## src/rtl/decode_pkg.sv

```systemverilog
// Shared opcode/funct constants, ALU and branch encodings, and the
// combinational MIPS-subset decode function used by the decode stage.
package decode_pkg;

    localparam int unsigned INSTR_W = 32;
    localparam int unsigned RIDX_W  = 5;
    localparam int unsigned ALU_W   = 3;
    localparam int unsigned ADDR_W  = 26;
    localparam int unsigned BR_W    = 2;

    localparam logic [5:0] OP_RTYPE = 6'h00;
    localparam logic [5:0] OP_J     = 6'h02;
    localparam logic [5:0] OP_JAL   = 6'h03;
    localparam logic [5:0] OP_BEQ   = 6'h04;
    localparam logic [5:0] OP_BNE   = 6'h05;
    localparam logic [5:0] OP_ADDI  = 6'h08;
    localparam logic [5:0] OP_XORI  = 6'h0E;
    localparam logic [5:0] OP_LW    = 6'h23;
    localparam logic [5:0] OP_SW    = 6'h2B;

    localparam logic [5:0] FN_JR  = 6'h08;
    localparam logic [5:0] FN_ADD = 6'h20;
    localparam logic [5:0] FN_SUB = 6'h22;
    localparam logic [5:0] FN_SLT = 6'h2A;

    localparam logic [ALU_W-1:0] ALU_ADD = 3'd0;
    localparam logic [ALU_W-1:0] ALU_SUB = 3'd1;
    localparam logic [ALU_W-1:0] ALU_XOR = 3'd2;
    localparam logic [ALU_W-1:0] ALU_SLT = 3'd3;

    localparam logic [BR_W-1:0] BR_NONE = 2'd0;
    localparam logic [BR_W-1:0] BR_EQ   = 2'd1;
    localparam logic [BR_W-1:0] BR_NE   = 2'd2;

    localparam logic [RIDX_W-1:0] REG_RA = 5'd31;

    typedef struct packed {
        logic [RIDX_W-1:0]  rs;
        logic [RIDX_W-1:0]  rt;
        logic [RIDX_W-1:0]  dst;
        logic [INSTR_W-1:0] imm;
        logic [ADDR_W-1:0]  addr;
        logic [ALU_W-1:0]   aluop;
        logic               reg_we;
        logic               mem_we;
        logic               mem_re;
        logic [BR_W-1:0]    branch;
        logic               jump;
        logic               jal;
        logic               jr;
        logic               illegal;
        logic               use_rs;
        logic               use_rt;
    } decoded_t;

    // Illegal encodings leave every enable and source-use flag clear so they
    // neither stall nor reserve a destination.
    function automatic decoded_t decode_instr(input logic [INSTR_W-1:0] instr);
        decoded_t d;
        logic [5:0] op;
        logic [5:0] fn;
        d      = '0;
        op     = instr[31:26];
        fn     = instr[5:0];
        d.rs   = instr[25:21];
        d.rt   = instr[20:16];
        d.imm  = {{16{instr[15]}}, instr[15:0]};
        d.addr = instr[25:0];
        case (op)
            OP_RTYPE: begin
                case (fn)
                    FN_ADD, FN_SUB, FN_SLT: begin
                        d.aluop  = (fn == FN_ADD) ? ALU_ADD :
                                   (fn == FN_SUB) ? ALU_SUB : ALU_SLT;
                        d.reg_we = 1'b1;
                        d.dst    = instr[15:11];
                        d.use_rs = 1'b1;
                        d.use_rt = 1'b1;
                    end
                    FN_JR: begin
                        d.jr     = 1'b1;
                        d.use_rs = 1'b1;
                    end
                    default: d.illegal = 1'b1;
                endcase
            end
            OP_LW: begin
                d.reg_we = 1'b1;
                d.mem_re = 1'b1;
                d.dst    = d.rt;
                d.use_rs = 1'b1;
            end
            OP_SW: begin
                d.mem_we = 1'b1;
                d.use_rs = 1'b1;
                d.use_rt = 1'b1;
            end
            OP_J: d.jump = 1'b1;
            OP_JAL: begin
                d.jump   = 1'b1;
                d.jal    = 1'b1;
                d.reg_we = 1'b1;
                d.dst    = REG_RA;
            end
            OP_BEQ, OP_BNE: begin
                d.aluop  = ALU_SUB;
                d.branch = (op == OP_BEQ) ? BR_EQ : BR_NE;
                d.use_rs = 1'b1;
                d.use_rt = 1'b1;
            end
            OP_XORI: begin
                d.imm    = {16'h0000, instr[15:0]};
                d.aluop  = ALU_XOR;
                d.reg_we = 1'b1;
                d.dst    = d.rt;
                d.use_rs = 1'b1;
            end
            OP_ADDI: begin
                d.reg_we = 1'b1;
                d.dst    = d.rt;
                d.use_rs = 1'b1;
            end
            default: d.illegal = 1'b1;
        endcase
        return d;
    endfunction

endpackage

```

## src/rtl/reg_scoreboard.sv

```systemverilog
// Per-register count of in-flight writes; lookups report busy/saturated and
// all increments/decrements for one register in a cycle are summed.
module reg_scoreboard
    import decode_pkg::*;
#(
    parameter int unsigned NREG  = 32,
    parameter int unsigned CNT_W = 2
) (
    input  logic                     clk,
    input  logic                     reset,
    input  logic [$clog2(NREG)-1:0]  lookup_a,
    output logic                     busy_a_c,
    input  logic [$clog2(NREG)-1:0]  lookup_b,
    output logic                     busy_b_c,
    input  logic [$clog2(NREG)-1:0]  sat_reg,
    output logic                     sat_c,
    input  logic                     inc,
    input  logic [$clog2(NREG)-1:0]  inc_reg,
    input  logic                     dec,
    input  logic [$clog2(NREG)-1:0]  dec_reg,
    input  logic                     fdec,
    input  logic [$clog2(NREG)-1:0]  fdec_reg
);

    localparam int unsigned IDX_W   = $clog2(NREG);
    localparam int unsigned SUM_W   = CNT_W + 1;
    localparam int unsigned CNT_MAX = (1 << CNT_W) - 1;

    logic [CNT_W-1:0] cnt     [NREG];
    logic [CNT_W-1:0] cnt_nxt [NREG];

    assign busy_a_c = (lookup_a != '0) && (cnt[lookup_a] != '0);
    assign busy_b_c = (lookup_b != '0) && (cnt[lookup_b] != '0);
    assign sat_c    = (cnt[sat_reg] == CNT_W'(CNT_MAX));

    // Net update per register; decrements below zero clamp (stray writebacks).
    always_comb begin
        for (int unsigned i = 0; i < NREG; i++) begin
            logic [SUM_W-1:0] up_sum;
            logic [1:0]       dn;
            up_sum = SUM_W'(cnt[i]) + SUM_W'(inc && (inc_reg == IDX_W'(i)));
            dn     = 2'(dec  && (dec_reg  == IDX_W'(i)))
                   + 2'(fdec && (fdec_reg == IDX_W'(i)));
            if (i == 0) begin
                cnt_nxt[i] = '0;
            end else if (up_sum >= SUM_W'(dn)) begin
                cnt_nxt[i] = CNT_W'(up_sum - SUM_W'(dn));
            end else begin
                cnt_nxt[i] = '0;
            end
        end
    end

    always_ff @(posedge clk) begin
        for (int unsigned i = 0; i < NREG; i++) begin
            if (reset) begin
                cnt[i] <= '0;
            end else begin
                cnt[i] <= cnt_nxt[i];
            end
        end
    end

endmodule

```

## src/rtl/decode_stage.sv

```systemverilog
// Pipelined decode stage: one registered output slot with valid/ready on both
// sides, RAW-hazard and saturation stalls from the scoreboard, and flush.
module decode_stage
    import decode_pkg::*;
#(
    parameter int unsigned PC_W  = 32,
    parameter int unsigned NREG  = 32,
    parameter int unsigned CNT_W = 2
) (
    input  logic                     clk,
    input  logic                     reset,
    input  logic                     in_valid,
    output logic                     in_ready,
    input  logic [31:0]              in_instr,
    input  logic [PC_W-1:0]          in_pc,
    output logic                     out_valid,
    input  logic                     out_ready,
    output logic [PC_W-1:0]          out_pc,
    output logic [$clog2(NREG)-1:0]  out_rs,
    output logic [$clog2(NREG)-1:0]  out_rt,
    output logic [$clog2(NREG)-1:0]  out_dst,
    output logic [31:0]              out_imm,
    output logic [25:0]              out_addr,
    output logic [2:0]               out_aluop,
    output logic                     out_reg_we,
    output logic                     out_mem_we,
    output logic                     out_mem_re,
    output logic [1:0]               out_branch,
    output logic                     out_jump,
    output logic                     out_jal,
    output logic                     out_jr,
    output logic                     out_illegal,
    input  logic                     wb_valid,
    input  logic [$clog2(NREG)-1:0]  wb_reg,
    input  logic                     flush
);

    localparam int unsigned IDX_W = $clog2(NREG);

    decoded_t         dec_c;
    logic [IDX_W-1:0] rs_c;
    logic [IDX_W-1:0] rt_c;
    logic [IDX_W-1:0] dst_c;
    logic             busy_rs_c;
    logic             busy_rt_c;
    logic             dst_sat_c;
    logic             hazard_c;
    logic             sat_c;
    logic             xfer_c;
    logic             consume_c;
    logic             inc_c;
    logic             fdec_c;

    always_comb begin
        dec_c = decode_instr(in_instr);
        rs_c  = IDX_W'(dec_c.rs);
        rt_c  = IDX_W'(dec_c.rt);
        dst_c = IDX_W'(dec_c.dst);
    end

    assign hazard_c  = (dec_c.use_rs && busy_rs_c) || (dec_c.use_rt && busy_rt_c);
    assign sat_c     = dec_c.reg_we && (dst_c != '0) && dst_sat_c;
    assign in_ready  = (!out_valid || out_ready) && !hazard_c && !flush && !sat_c;
    assign xfer_c    = in_valid && in_ready;
    assign consume_c = out_valid && out_ready;
    assign inc_c     = xfer_c && dec_c.reg_we && (dst_c != '0);
    // A flushed, unconsumed writer will never write back, so release its slot.
    assign fdec_c    = flush && out_valid && out_reg_we && (out_dst != '0) && !out_ready;

    reg_scoreboard #(
        .NREG  (NREG),
        .CNT_W (CNT_W)
    ) u_sb (
        .clk      (clk),
        .reset    (reset),
        .lookup_a (rs_c),
        .busy_a_c (busy_rs_c),
        .lookup_b (rt_c),
        .busy_b_c (busy_rt_c),
        .sat_reg  (dst_c),
        .sat_c    (dst_sat_c),
        .inc      (inc_c),
        .inc_reg  (dst_c),
        .dec      (wb_valid),
        .dec_reg  (wb_reg),
        .fdec     (fdec_c),
        .fdec_reg (out_dst)
    );

    // Output slot; fields only change on a transfer so they hold under backpressure.
    always_ff @(posedge clk) begin
        if (reset) begin
            out_valid   <= 1'b0;
            out_pc      <= '0;
            out_rs      <= '0;
            out_rt      <= '0;
            out_dst     <= '0;
            out_imm     <= '0;
            out_addr    <= '0;
            out_aluop   <= '0;
            out_reg_we  <= 1'b0;
            out_mem_we  <= 1'b0;
            out_mem_re  <= 1'b0;
            out_branch  <= '0;
            out_jump    <= 1'b0;
            out_jal     <= 1'b0;
            out_jr      <= 1'b0;
            out_illegal <= 1'b0;
        end else if (xfer_c) begin
            out_valid   <= 1'b1;
            out_pc      <= in_pc;
            out_rs      <= rs_c;
            out_rt      <= rt_c;
            out_dst     <= dst_c;
            out_imm     <= dec_c.imm;
            out_addr    <= dec_c.addr;
            out_aluop   <= dec_c.aluop;
            out_reg_we  <= dec_c.reg_we;
            out_mem_we  <= dec_c.mem_we;
            out_mem_re  <= dec_c.mem_re;
            out_branch  <= dec_c.branch;
            out_jump    <= dec_c.jump;
            out_jal     <= dec_c.jal;
            out_jr      <= dec_c.jr;
            out_illegal <= dec_c.illegal;
        end else if (out_valid && (out_ready || flush)) begin
            out_valid   <= 1'b0;
        end
    end

endmodule

```

## config.mk

```make
export PLATFORM = sky130hd
export DESIGN_NAME = decode_stage
export DESIGN_NICKNAME = d
export VERILOG_FILES = /design/src/rtl/decode_pkg.sv /design/src/rtl/reg_scoreboard.sv /design/src/rtl/decode_stage.sv
export SDC_FILE = /design/constraint.sdc
export NUM_CORES = 1
export LEC_CHECK = 0
export BUFFER_PORTS_ARGS = -buffer_cell sky130_fd_sc_hd__buf_4
export CAP_MARGIN = 20
export CORE_MARGIN = 5
export CORE_UTILIZATION = 42
export CTS_BUF_LIST = sky130_fd_sc_hd__clkbuf_8
export DETAILED_ROUTE_END_ITERATION = 7
export PLACE_DENSITY_LB_ADDON = 0.15
export SLEW_MARGIN = 20
export SYNTH_ARGS = -nofsm -noshare
export SYNTH_HDL_FRONTEND = slang
export SYNTH_HIERARCHICAL = 1
export SYNTH_SLANG_ARGS = --single-unit
```

## constraint.sdc

```tcl
create_clock -name clk -period 8.1 [get_ports clk]
set_input_delay 1.62 -clock clk [delete_from_list [all_inputs] [get_ports clk]]
set_output_delay 1.62 -clock clk [all_outputs]
set_load 0.02 [all_outputs]
```

==> flow_metrics.env <==
export IMPL_postCtsSetupBuffers=0
export IMPL_grt_usage=0.226
export IMPL_synthTopCellsByCount="nor2_1, dfxtp_1, ha_1"
export IMPL_die_x_um=171
export IMPL_fmax_ghz=0.131
export IMPL_ant_nets=0
export IMPL_r2r_cells=19
export IMPL_grt_first_pass_wirelength_um=53000
export IMPL_startpoint="in_instr[27]"
export IMPL_clock_latency_ns=0.47
export IMPL_r2r_slack_ns=2.93
export IMPL_ys_warn_count=6
export IMPL_p_per_area_nw_per_um2=126
export IMPL_gp_congestion=0.897
export IMPL_cp_required_ns=8.49
export IMPL_hold_class="reg -> reg"
export IMPL_total_power_mw=1.57
export IMPL_path_class="in -> reg"
export IMPL_status="complete, no violations"
export IMPL_nets=1634
export IMPL_worstReg2RegEnd="u_sb/cnt[2][0]"
export IMPL_worstReg2RegStart="u_sb/cnt[18][1]"
export IMPL_cts_resized=0
export IMPL_clock_path_buffers=2
export IMPL_tns_ns=0
export IMPL_dp_hpwl_um=24500
export IMPL_grt_pass1_vias=9819
export IMPL_cts_tree="built"
export IMPL_drtIter0Drc=728
export IMPL_whs_ns=0.463
export IMPL_cts_inserted_buffers=17
export IMPL_die_area_um2=29300
export IMPL_cts_root_buf="clkbuf_8"
export IMPL_cpPeakStageDelay_ns=0.51
export IMPL_peakVddDrop_v=0.0000755
export IMPL_setup_viol=0
export IMPL_synth_top_area_cell="dfxtp_1"
export IMPL_syn_cell_area_um2=10900
export IMPL_crit_buf_inv=3
export IMPL_cp_start_kind="input port"
export IMPL_syn_area_per_cell_um2=8.34
export IMPL_fin_crit_sh=0.944
export IMPL_synth_top_cell_area_share=0.253
export IMPL_initial_utilization=0.422
export IMPL_vias_per_cell=5.81
export IMPL_layout_drive_gt1_share=0.202
export IMPL_cp_max_fo=28
export IMPL_ios=194
export IMPL_grt_start_max_net_pins=82
export IMPL_cp_end_kind="register"
export IMPL_path_depth=25
export IMPL_yosysUniqueCellTypes=70
export IMPL_crit_slowest_cell="or4b_1"
export IMPL_first_pass_iters=8
export IMPL_cap_violations=0
export IMPL_skew_ns=0.0156
export IMPL_n_antenna_cell=0
export IMPL_path_delay_family="simple AND/OR/NAND/NOR gates"
export IMPL_clkTransAtPathRegs_ns=0.10
export IMPL_hold_buffers=0
export IMPL_synth_area_leaders="dfxtp_1, ha_1, fa_1, nor2_1, a21oi_1"
export IMPL_post_route_util=0.483
export IMPL_synth_most_common_cell="nor2_1"
export IMPL_max_slew_worst_pin_slew_ns=0.973
export IMPL_fin_crit_ns=7.64
export IMPL_multi_input_area_um2=6990
export IMPL_die_h_um=171
export IMPL_slew_headroom=0.351
export IMPL_routedWlPerCell_um=19.4
export IMPL_ys_ff_latch=138
export IMPL_synth_edf_count=0
export IMPL_wl_um=34100
export IMPL_async_flop_share=0
export IMPL_rows=59
export IMPL_synth_seq_area_share=0.253
export IMPL_leakage_nw=5.18
export IMPL_nFillCells=2591
export IMPL_cp_arrival_ns=8.04
export IMPL_area_growth_pct=14.4
export IMPL_synth_nets=1538
export IMPL_synth_top_flop_cell="dfxtp_1"
export IMPL_coreArea_um2=25800
export IMPL_antenna_found_initial=0
export IMPL_overflow=0
export IMPL_htree_levels=4
export IMPL_clkSinkCount=138
export IMPL_slew_viol_final=0
export IMPL_io_buffer_count=192
export IMPL_rsz0062_at_grt="false"
export IMPL_seq_area_um2=2760
export IMPL_vias=10176
export IMPL_drc=0
export IMPL_synthCells=1308
export IMPL_crit_path_end="u_sb/cnt[2][0]"
export IMPL_hold_violations=0
-- routing by layer --
metal | share of wire | vias to the layer above | track usage | routed length (um)
met4 | 0.026 | 0 | 0.0661 | 898
met3 | 0.060 | 68 | 0.0360 | 2040
met5 | 0 | - | 0 | 0
li1 | - | 4844 | - | -
met2 | 0.47 | 343 | 0.363 | 15900
met1 | 0.45 | 4921 | 0.316 | 15200
-- kinds of logic after synthesis --
kind of cell	synth area share
compound gates	0.191
xor+xnor	0.0145
fa+ha+maj	0.199
buf+inv	0.107
flops	0.253
mux	0.0213
other cells	0.000344
simple gates	0.213
-- registers in the layout (all words and copies together), names as in the netlist --
name and cells:
out_jal 1, out_jump 1, out_dst 5, out_branch 2, out_aluop 2, out_rs 5
out_jr 1, out_pc 32, out_rt 4, out_illegal 1, out_mem_re 1, out_imm 17
u_sb/cnt 62, out_reg_we 1, out_addr 1, out_valid 1, out_mem_we 1
-- where the power goes --
group	internal (mW)	switching (mW)	leakage [nW]	total [mW]
clock	0.224	0.341	0.186	0.565
sequential	0.699	0.0210	1.12	0.720
combinational	0.111	0.179	3.87	0.290
total	1.03	0.540	5.18	1.57
-- worst min path at each step --
stage,startpoint,endpoint,depth (start not counted)
global route,out_jr,out_jr,2
finish,out_jr,out_jr,2
CTS,out_jr,out_jr,2
global placement,out_illegal,out_illegal,2
detailed placement,out_jr,out_jr,2
floorplan,out_jr,out_jr,2
-- layout make-up --
| cell class | count | area share |
|---|---|---|
| clock buffer | 17 | 0.0188 |
| clock inverter | 15 | 0.0105 |
| inverter | 101 | 0.0304 |
| multi-input combinational | 938 | 0.560 |
| sequential | 138 | 0.221 |
| tap | 335 | 0.0336 |
| timing repair buffer | 208 | 0.125 |
-- worst register-to-register path, delay by kind of cell (launching register included) --
| family | cells | cell delay [ns] |
|---|---|---|
| and+or+nand+nor | 9 | 2.27 |
| adders and majority gates | 2 | 0.75 |
| AOI/OAI and AO/OA | 6 | 1.15 |
| buffers and inverters | 1 | 0.06 |
| DFF | 1 | 0.35 |
| muxes | 1 | 0.52 |
-- cells in the final DEF (no fill, tap or decap), types with 7 or more instances in the layout --
| cell | count |
|---|---|
| a211oi_1 | 8 |
| a21oi_1 | 99 |
| a21oi_2 | 12 |
| a31oi_1 | 10 |
| buf_4 | 208 |
| clkbuf_8 | 17 |
| dfxtp_1 | 138 |
| fa_1 | 31 |
| ha_1 | 124 |
| inv_1 | 100 |
| mux4_2 | 8 |
| nand2_1 | 50 |
| nand2b_1 | 21 |
| nand3_1 | 26 |
| nand3b_1 | 10 |
| nand4_1 | 67 |
| nor2_1 | 159 |
| nor2b_1 | 11 |
| nor3_1 | 66 |
| nor3b_1 | 11 |
| nor4_1 | 7 |
| o21ai_0 | 15 |
| o31a_1 | 32 |
| o31ai_1 | 56 |
| o32a_1 | 18 |
| xnor2_1 | 18 |
-- stage by stage --
step / std cells / cell area, um2 / setup WS (ns)
floorplan: 1308 / 10900 / 0.974
global placement: 1720 / 12100 / 0.280
detailed placement: 1720 / 12100 / 0.0909
CTS: 1752 / 12500 / 0.559
global route: 1752 / 12500 / 0.0775
finish: 1752 / 12500 / 0.457
(Power assumes the default switching activity.)
